**config.mk**
```make
export PLATFORM = sky130hd
export DESIGN_NAME = mul_div_unit
export DESIGN_NICKNAME = d
export VERILOG_FILES = /design/src/rtl/mul_div_unit.sv
export SDC_FILE = /design/constraint.sdc
export NUM_CORES = 1
export LEC_CHECK = 0
export BUFFER_PORTS_ARGS = -buffer_cell sky130_fd_sc_hd__buf_2
export CORE_MARGIN = 1.5
export CORE_UTILIZATION = 45
export CTS_CLUSTER_SIZE = 16
export DETAILED_ROUTE_END_ITERATION = 10
export GPL_ROUTABILITY_DRIVEN = 0
export PLACE_DENSITY = 0.66
export SYNTH_ARGS = -nofsm -noshare
export SYNTH_HDL_FRONTEND = slang
export SYNTH_SLANG_ARGS = --single-unit
```
**constraint.sdc**
```tcl
create_clock -name Clk -period 9.8 [get_ports Clk]
set_input_delay 0.49 -clock Clk [delete_from_list [all_inputs] [get_ports Clk]]
set_output_delay 0.49 -clock Clk [all_outputs]
set_load 0.01 [all_outputs]
```
**src/rtl/mul_div_unit.sv**
```systemverilog
// Iterative RV32M multiply/divide unit: shift-add multiply and restoring divide,
// one bit per cycle, with sign fix-up and a start/busy/done handshake.
module mul_div_unit #(
    parameter int unsigned DWIDTH = 32
) (
    input  logic              Clk,
    input  logic              Reset,
    input  logic              MD_Start,
    input  logic [DWIDTH-1:0] MD_In_A,
    input  logic [DWIDTH-1:0] MD_In_B,
    input  logic [2:0]        MD_OP,
    output logic              MD_Busy,
    output logic              MD_Done,
    output logic [DWIDTH-1:0] MD_Out
);

    localparam int unsigned CW = $clog2(DWIDTH);
    localparam logic [CW-1:0] LAST_ITER = CW'(DWIDTH - 1);
    localparam logic [DWIDTH-1:0] MIN_NEG = {1'b1, {(DWIDTH-1){1'b0}}};

    localparam logic [1:0] S_IDLE = 2'd0;
    localparam logic [1:0] S_CALC = 2'd1;
    localparam logic [1:0] S_FIX  = 2'd2;
    localparam logic [1:0] S_DONE = 2'd3;

    logic [1:0]        state, state_nx;
    logic [CW-1:0]     cnt, cnt_nx;
    logic [DWIDTH-1:0] acc, acc_nx;     // product high half / partial remainder
    logic [DWIDTH-1:0] lo, lo_nx;       // multiplier -> product low half / dividend -> quotient
    logic [DWIDTH-1:0] opnd, opnd_nx;   // multiplicand or divisor magnitude
    logic [2:0]        op_q, op_nx;
    logic              a_neg, a_neg_nx;
    logic              b_neg, b_neg_nx;
    logic              pend, pend_nx;   // special-case result parked in lo
    logic              busy_nx, done_nx;
    logic [DWIDTH-1:0] out_nx;

    // Operand sign handling at accept
    logic              a_signed, b_signed, in_a_neg, in_b_neg;
    logic [DWIDTH-1:0] a_mag, b_mag;
    logic              div_zero, div_ovf, is_special;
    logic [DWIDTH-1:0] spec_res;

    assign a_signed = (MD_OP != 3'b011) && (MD_OP != 3'b101) && (MD_OP != 3'b111);
    assign b_signed = a_signed && (MD_OP != 3'b010);
    assign in_a_neg = a_signed && MD_In_A[DWIDTH-1];
    assign in_b_neg = b_signed && MD_In_B[DWIDTH-1];
    assign a_mag    = in_a_neg ? -MD_In_A : MD_In_A;
    assign b_mag    = in_b_neg ? -MD_In_B : MD_In_B;

    assign div_zero   = MD_OP[2] && (MD_In_B == '0);
    assign div_ovf    = MD_OP[2] && !MD_OP[0] && (MD_In_A == MIN_NEG) && (MD_In_B == '1);
    assign is_special = div_zero || div_ovf;
    assign spec_res   = div_zero ? (MD_OP[1] ? MD_In_A : '1)
                                 : (MD_OP[1] ? '0 : MD_In_A);

    // One iteration of each datapath
    logic [DWIDTH:0] mul_sum, div_shift, div_diff;

    assign mul_sum   = {1'b0, acc} + (lo[0] ? {1'b0, opnd} : '0);
    assign div_shift = {acc, lo[DWIDTH-1]};
    assign div_diff  = div_shift - {1'b0, opnd};

    // Sign correction and result select
    logic [2*DWIDTH-1:0] prod, prod_fix;
    logic [DWIDTH-1:0]   quo_fix, rem_fix, fix_res;

    assign prod     = {acc, lo};
    assign prod_fix = (a_neg ^ b_neg) ? -prod : prod;
    assign quo_fix  = (a_neg ^ b_neg) ? -lo : lo;
    assign rem_fix  = a_neg ? -acc : acc;
    assign fix_res  = op_q[2] ? (op_q[1] ? rem_fix : quo_fix)
                              : ((op_q[1:0] == 2'b00) ? prod_fix[DWIDTH-1:0]
                                                      : prod_fix[2*DWIDTH-1:DWIDTH]);

    always_comb begin
        state_nx = state;
        cnt_nx   = cnt;
        acc_nx   = acc;
        lo_nx    = lo;
        opnd_nx  = opnd;
        op_nx    = op_q;
        a_neg_nx = a_neg;
        b_neg_nx = b_neg;
        pend_nx  = 1'b0;
        done_nx  = 1'b0;
        out_nx   = MD_Out;

        case (state)
            S_IDLE, S_DONE: begin
                if (MD_Start) begin
                    op_nx    = MD_OP;
                    a_neg_nx = in_a_neg;
                    b_neg_nx = in_b_neg;
                    cnt_nx   = '0;
                    acc_nx   = '0;
                    opnd_nx  = MD_OP[2] ? b_mag : a_mag;
                    if (is_special) begin
                        lo_nx    = spec_res;
                        pend_nx  = 1'b1;
                        state_nx = S_DONE;
                    end else begin
                        lo_nx    = MD_OP[2] ? a_mag : b_mag;
                        state_nx = S_CALC;
                    end
                end else if (pend) begin
                    done_nx  = 1'b1;
                    out_nx   = lo;
                    state_nx = S_DONE;
                end else begin
                    state_nx = S_IDLE;
                end
            end
            S_CALC: begin
                if (op_q[2]) begin
                    if (!div_diff[DWIDTH]) begin
                        acc_nx = div_diff[DWIDTH-1:0];
                        lo_nx  = {lo[DWIDTH-2:0], 1'b1};
                    end else begin
                        acc_nx = div_shift[DWIDTH-1:0];
                        lo_nx  = {lo[DWIDTH-2:0], 1'b0};
                    end
                end else begin
                    acc_nx = mul_sum[DWIDTH:1];
                    lo_nx  = {mul_sum[0], lo[DWIDTH-1:1]};
                end
                cnt_nx = cnt + CW'(1);
                if (cnt == LAST_ITER) begin
                    state_nx = S_FIX;
                end
            end
            S_FIX: begin
                out_nx   = fix_res;
                done_nx  = 1'b1;
                state_nx = S_DONE;
            end
            default: begin
                state_nx = S_IDLE;
            end
        endcase

        busy_nx = (state_nx == S_CALC) || (state_nx == S_FIX);
    end

    always_ff @(posedge Clk) begin
        if (Reset) begin
            state   <= S_IDLE;
            cnt     <= '0;
            acc     <= '0;
            lo      <= '0;
            opnd    <= '0;
            op_q    <= '0;
            a_neg   <= 1'b0;
            b_neg   <= 1'b0;
            pend    <= 1'b0;
            MD_Busy <= 1'b0;
            MD_Done <= 1'b0;
            MD_Out  <= '0;
        end else begin
            state   <= state_nx;
            cnt     <= cnt_nx;
            acc     <= acc_nx;
            lo      <= lo_nx;
            opnd    <= opnd_nx;
            op_q    <= op_nx;
            a_neg   <= a_neg_nx;
            b_neg   <= b_neg_nx;
            pend    <= pend_nx;
            MD_Busy <= busy_nx;
            MD_Done <= done_nx;
            MD_Out  <= out_nx;
        end
    end

endmodule

```
==> results of run 1 <==
-- area by class of cell --
type	instances	area, sq um	area share (%)
sequential	143	2860	17.2
clock inverter	12	98.8	0.595
multi-input combinational	1825	11700	70.2
inverter	71	267	1.60
timing repair buffer	128	706	4.25
clock buffer	20	457	2.75
tap	448	561	3.37
-- cell families after synthesis --
| group | after synthesis | share of synthesized area [%] |
|---|---|---|
| simple gates | 780 | 24.3 |
| xor+xnor | 192 | 10.9 |
| compound gates | 706 | 29.1 |
| mux | 72 | 4.71 |
| fa+ha+maj | 75 | 6.16 |
| flops | 143 | 18.5 |
| buf+inv | 260 | 6.39 |
-- worst reg2reg max path, cell delays in order (launching register included) --
cell and delay [ns]:
dfxtp_1 0.43, inv_1 0.13, ha_1 0.24, fa_1 0.38, nand2b_1 0.21, a21oi_1 0.34, o21bai_1 0.23, o211ai_1 0.31
a31oi_1 0.29, xnor2_2 0.22, buf_4 0.54, and4b_1 0.32, a21oi_1 0.05, a311oi_1 0.26
-- sequential cells by signal, summed over array words and instances, names as in the netlist --
register / count
MD_Busy: 1
MD_Done: 1
MD_Out: 32
a_neg: 1
acc: 32
b_neg: 1
cnt: 5
lo: 32
op_q: 3
opnd: 32
pend: 1
state: 2
-- cell usage in the layout, fill, tap and decap left out, types with 73 or more instances in the layout --
cell type / instances
buf_2: 102
xor2_1: 81
xnor2_1: 108
o21ai_0: 172
a21oi_1: 201
ha_1: 73
dfxtp_1: 142
nand2_1: 228
nor2_1: 224
-- worst min path at each step --
| stage | end | cells after the start | slack (ns) |
|---|---|---|---|
| 6_report | op_q[0] | 3 | 0.44 |
| 5_1_grt | op_q[0] | 3 | 0.45 |
| 4_1_cts | op_q[0] | 3 | 0.42 |
| 3_5_place_dp | MD_Out[26] | 2 | 0.44 |
| 3_3_place_gp | MD_Out[14] | 2 | 0.44 |
| 2_1_floorplan | opnd[19] | 2 | 0.43 |
-- per-layer routing --
layer | share of wire, % | routed length [um] | GRT usage [%] | up-vias
met1 | 41 | 23800 | 42.4 | 8068
met3 | 10 | 5850 | 5.70 | 213
li1 | - | - | - | 8033
met5 | 0 | 0 | 0 | -
met4 | 4.9 | 2820 | 14.7 | 0
met2 | 44 | 25500 | 49.4 | 1037
-- power breakdown --
| group | internal [mW] | total [mW] | switching [mW] |
|---|---|---|---|
| clock | 0.342 | 0.632 | 0.290 |
| combinational | 0.739 | 2.14 | 1.40 |
| sequential | 0.713 | 0.963 | 0.250 |
| total | 1.79 | 3.74 | 1.94 |
==> impl_metrics.yaml, run 1 <==
run_status:
  outcome: "completed"
logic_synthesis:
  syn_area_per_cell_sq_um: 6.94
  yosysSeqAreaShare_pct: 18.5
  synth_cell_types: 79
  netlist_area_sq_um: 15500
  synthTopCellsByArea: "dfxtp_1, a21oi_1, xnor2_1"
  ys_async_sr_fraction_pct: 0
  synth_nets: 2373
  yosys.area.top_type: "dfxtp_1"
  yosysTopAreaCellShare_pct: 18.5
  synth-edff-count: 0
  yosysMostFrequentCell: "nand2_1"
  synth_cells: 2228
  synthFlopType: "dfxtp_1"
  synth_commonest_cells: "nand2_1, nor2_1, a21oi_1"
  ys_warn_count: 0
  synth_seq_cells: 143
worst_setup_path:
  worst_r2r_endpoint: "acc[28]"
  cp_cell_sequence: "inv_1, ha_1, fa_1, nand2b_1, a21oi_1, o21bai_1, o211ai_1, a31oi_1, xnor2_2, buf_4, and4b_1, a21oi_1, a311oi_1"
  cp-endpoint: "acc[28]"
  critical_path_depth: 13
  crit_buf_inv: 2
  worst-setup-path-type: "reg -> reg"
  path_max_fanout: 41
  slowest_delay_ns: 0.54
  crit_family: "compound AO/OA/AOI/OAI gates"
  r2r_cells: 13
  crit_start: "lo[31]"
  timing.rr.start: "lo[31]"
  r2r_setup_slack_ns: 5.76
  worst-endpoint-arrival_ns: 4.40
  crit_slowest_cell: "buf_4"
  end_kind: "register"
  crit_top_cell: "a21oi_1"
  start_kind: "register"
  critPathRequiredTime_ns: 10.15
sta:
  hold_viol_final: 0
  setup_tns_ns: 0
  slew_headroom_pct: 23.8
  timing.fmax_mhz: 247
  tightest_slew_ns: 1.13
  slew_viol_final: 0
  period_share_pct: 41.3
  rsz0062_at_grt: "false"
  finalSetupViolations: 0
  clock_skew_ns: 0.0128
  whs_ns: 0.439
  layout_setup_ws_ns: 5.76
  fin_crit_ns: 4.04
cts:
  cts_setup_buffers: 0
  clk_path_buf_depth: 2
  htreeDepth: 4
  clock-sinks: 143
  clock_latency_ns: 0.45
  cts_resized: 0
  cts_root_buf: "clkbuf_16"
  cts_inserted_buffers: 17
  hold_buffers: 0
  clk_pin_slew_ns: 0.06
  cts_tree: "done"
die:
  initial_core_util_pct: 45.9
  coreArea_sq_um: 33700
  die-height_um: 188
  rows: 67
  fp.dieW_um: 188
  die_area_sq_um: 35500
  io_pins: 104
route:
  drt_iter0_drc: 2440
  routed_via_density: 6.55
  drt-wirelength-per-cell_um: 21.9
  drc: 0
  firstDrtPassIters: 6
  wirelength_mm: 58.0
  ant_nets: 0
  via_count: 17351
power:
  p_total_mw: 3.74
  p_per_area_nw_per_um2: 225
  p_leak_nw: 6.44
  ir_drop_mv: 0.187
placed_design:
  dpl_worst_slack_ns: 5.66
  post-dp-hpwl_mm: 43.9
  portBuffers: 103
  dpl_cell_area_sq_um: 16100
  placed_cells: 2615
finish:
  num_antenna_cells: 0
  fill_cells: 3464
  syn_to_final_growth_pct: 7.40
  drive_gt1_share_pct: 9.23
  final_util_pct: 49.3
  fin_area_sq_um: 16600
  fin_nets: 2331
  final_cells: 2647
global_routing:
  grt_max_degree: 91
  grt_pass1_wl_mm: 88.9
  antenna_found_initial: 0
  grt-ovfl-total: 0
  grt_pass1_vias: 15848
  grtUsageTotal_pct: 31.7
min_path:
  min_path_type: "in -> reg"
  hold_start: "MD_OP[0]"
run:
  maxCapViolations: 0
(Power assumes the default switching activity.)
==> run 2, diff against run 1 <==
--- a/config.mk
+++ b/config.mk
@@ -11,7 +11,7 @@
 export CTS_CLUSTER_SIZE = 16
 export DETAILED_ROUTE_END_ITERATION = 10
 export GPL_ROUTABILITY_DRIVEN = 0
-export PLACE_DENSITY = 0.66
+export PLACE_DENSITY = 0.69
 export SYNTH_ARGS = -nofsm -noshare
 export SYNTH_HDL_FRONTEND = slang
 export SYNTH_SLANG_ARGS = --single-unit
==> constraint.sdc (replaced) <==
create_clock -name Clk -period 3.3 [get_ports Clk]
set_input_delay 0.165 -clock Clk [delete_from_list [all_inputs] [get_ports Clk]]
set_output_delay 0.165 -clock Clk [all_outputs]
set_load 0.01 [all_outputs]
==> impl_metrics.yaml, run 2 (synthesized netlist as in run 1, its figures left out) <==
finish:
  layout_common_cells: "nand2_1, nor2_1, a21oi_1"
  syn_to_final_growth_pct: 14.0
  fin_area_sq_um: 17600
  drive_gt1_share_pct: 14.7
  fill_cells: 3347
  num_antenna_cells: 0
  final_common_cell: "nand2_1"
  fin_nets: 2452
run:
  maxCapViolations: 0
worst_setup_path:
  timing.rr.start: "lo[31]"
  worst-setup-path-type: "reg -> reg"
  path_max_fanout: 10
  cp-endpoint: "acc[23]"
  r2r_cells: 13
  end_kind: "register"
  crit_start: "lo[31]"
  r2r_setup_slack_ns: 0.09
  worst-endpoint-arrival_ns: 3.60
  critPathRequiredTime_ns: 3.69
  worst_r2r_endpoint: "acc[23]"
  start_kind: "register"
global_routing:
  grt_pass1_vias: 16973
  grt_max_degree: 81
  grtUsageTotal_pct: 33.6
  grt-ovfl-total: 0
  antenna_found_initial: 0
  grt_pass1_wl_mm: 94.1
cts:
  clk_pin_slew_ns: 0.08
  htreeDepth: 4
  clock-sinks: 143
  cts_root_buf: "clkbuf_16"
  cts_tree: "done"
  cts_inserted_buffers: 17
  clock_latency_ns: 0.45
  hold_buffers: 0
  clk_path_buf_depth: 2
sta:
  period_share_pct: 97.2
  fin_crit_ns: 3.21
  whs_ns: 0.102
  clock_skew_ns: 0.0180
  hold_viol_final: 0
  finalSetupViolations: 0
  timing.fmax_mhz: 312
  rsz0062_at_grt: "true"
  slew_headroom_pct: 18.6
  slew_viol_final: 0
  tightest_slew_ns: 1.22
die:
  initial_core_util_pct: 45.9
  die-height_um: 188
  coreArea_sq_um: 33700
  rows: 67
  io_pins: 104
  die_area_sq_um: 35500
  fp.dieW_um: 188
route:
  drt-wirelength-per-cell_um: 22.1
  via_count: 18189
  drt_iter0_drc: 2925
  wirelength_mm: 61.1
  ant_nets: 0
  firstDrtPassIters: 10
  routed_via_density: 6.57
  drc: 0
power:
  ir_drop_mv: 0.419
  p_per_area_nw_per_um2: 671
  p_leak_nw: 7.08
  p_total_mw: 11.8
placed_design:
  post-dp-hpwl_mm: 46.7
  dpl_cell_area_sq_um: 16900
  portBuffers: 103
min_path:
  min_path_type: "in -> reg"
run_status:
  outcome: "completed"
==> run 2: area by class of cell <==
class	count	area [sq um]	share of cell area [%]
multi-input combinational	1825	11700	66.5
sequential	143	2870	16.3
timing repair buffer	249	1610	9.16
tap	448	561	3.18
clock buffer	19	433	2.46
inverter	71	270	1.53
clock inverter	13	153	0.866
==> run 2: how the worst min path moves through the flow <==
stage,from,end,cells past startpoint
after floorplan,MD_OP[0],op_q[0],2
after global placement,opnd[10],opnd[10],2
after detailed placement,MD_Out[14],MD_Out[14],2
after CTS,MD_In_A[31],opnd[31],3
after global routing,MD_In_A[31],opnd[31],3
final,MD_In_A[31],opnd[31],3
==> run 2: critical path, cell delays in order (launching register included) <==
cell and delay, ns:
dfxtp_1 0.34, inv_1 0.06, ha_1 0.22, fa_1 0.39, nand2b_1 0.21, a21oi_2 0.24, o21bai_2 0.15, o211ai_1 0.20
a31oi_2 0.19, xnor2_4 0.39, buf_4 0.27, nor2_1 0.06, a211oi_1 0.27, a221o_1 0.15
==> run 2: power by group <==
group	total (mW)	switching, mW	internal, mW	leakage, nW
registers	2.46	0.341	2.12	1.17
logic	7.33	4.74	2.59	5.63
clock network	2.04	0.906	1.13	0.281
==> run 2: what timing repair did <==
action                                  4_1_cts  5_1_grt
gates resized for setup                       4       22
pin swaps                                     0        5
endpoints found under the setup margin        3       36
setup buffers                                 2        1
==> run 2: metrics by stage <==
stage | cells | utilization, % | TNS, ns | setup slack, ns
6_report | 2768 | 52.3 | 0 | 0.0912
5_1_grt | 2768 | 52.3 | -0.126 | -0.0643
4_1_cts | 2767 | 52.1 | 0 | 0.00355
3_5_place_dp | 2733 | 50.3 | -0.205 | -0.0946
3_3_place_gp | 2733 | 50.3 | 0 | 0.0535
2_1_floorplan | 2228 | - | 0 | 0.216
==> run 2: layer usage <==
metal | share of wire (%) | GRT usage (%) | up-vias
met5 | 0 | 0 | -
li1 | - | - | 8260
met4 | 6.5 | 19.8 | 0
met2 | 43 | 50.9 | 1224
met1 | 39 | 43.7 | 8439
met3 | 12 | 7.41 | 266
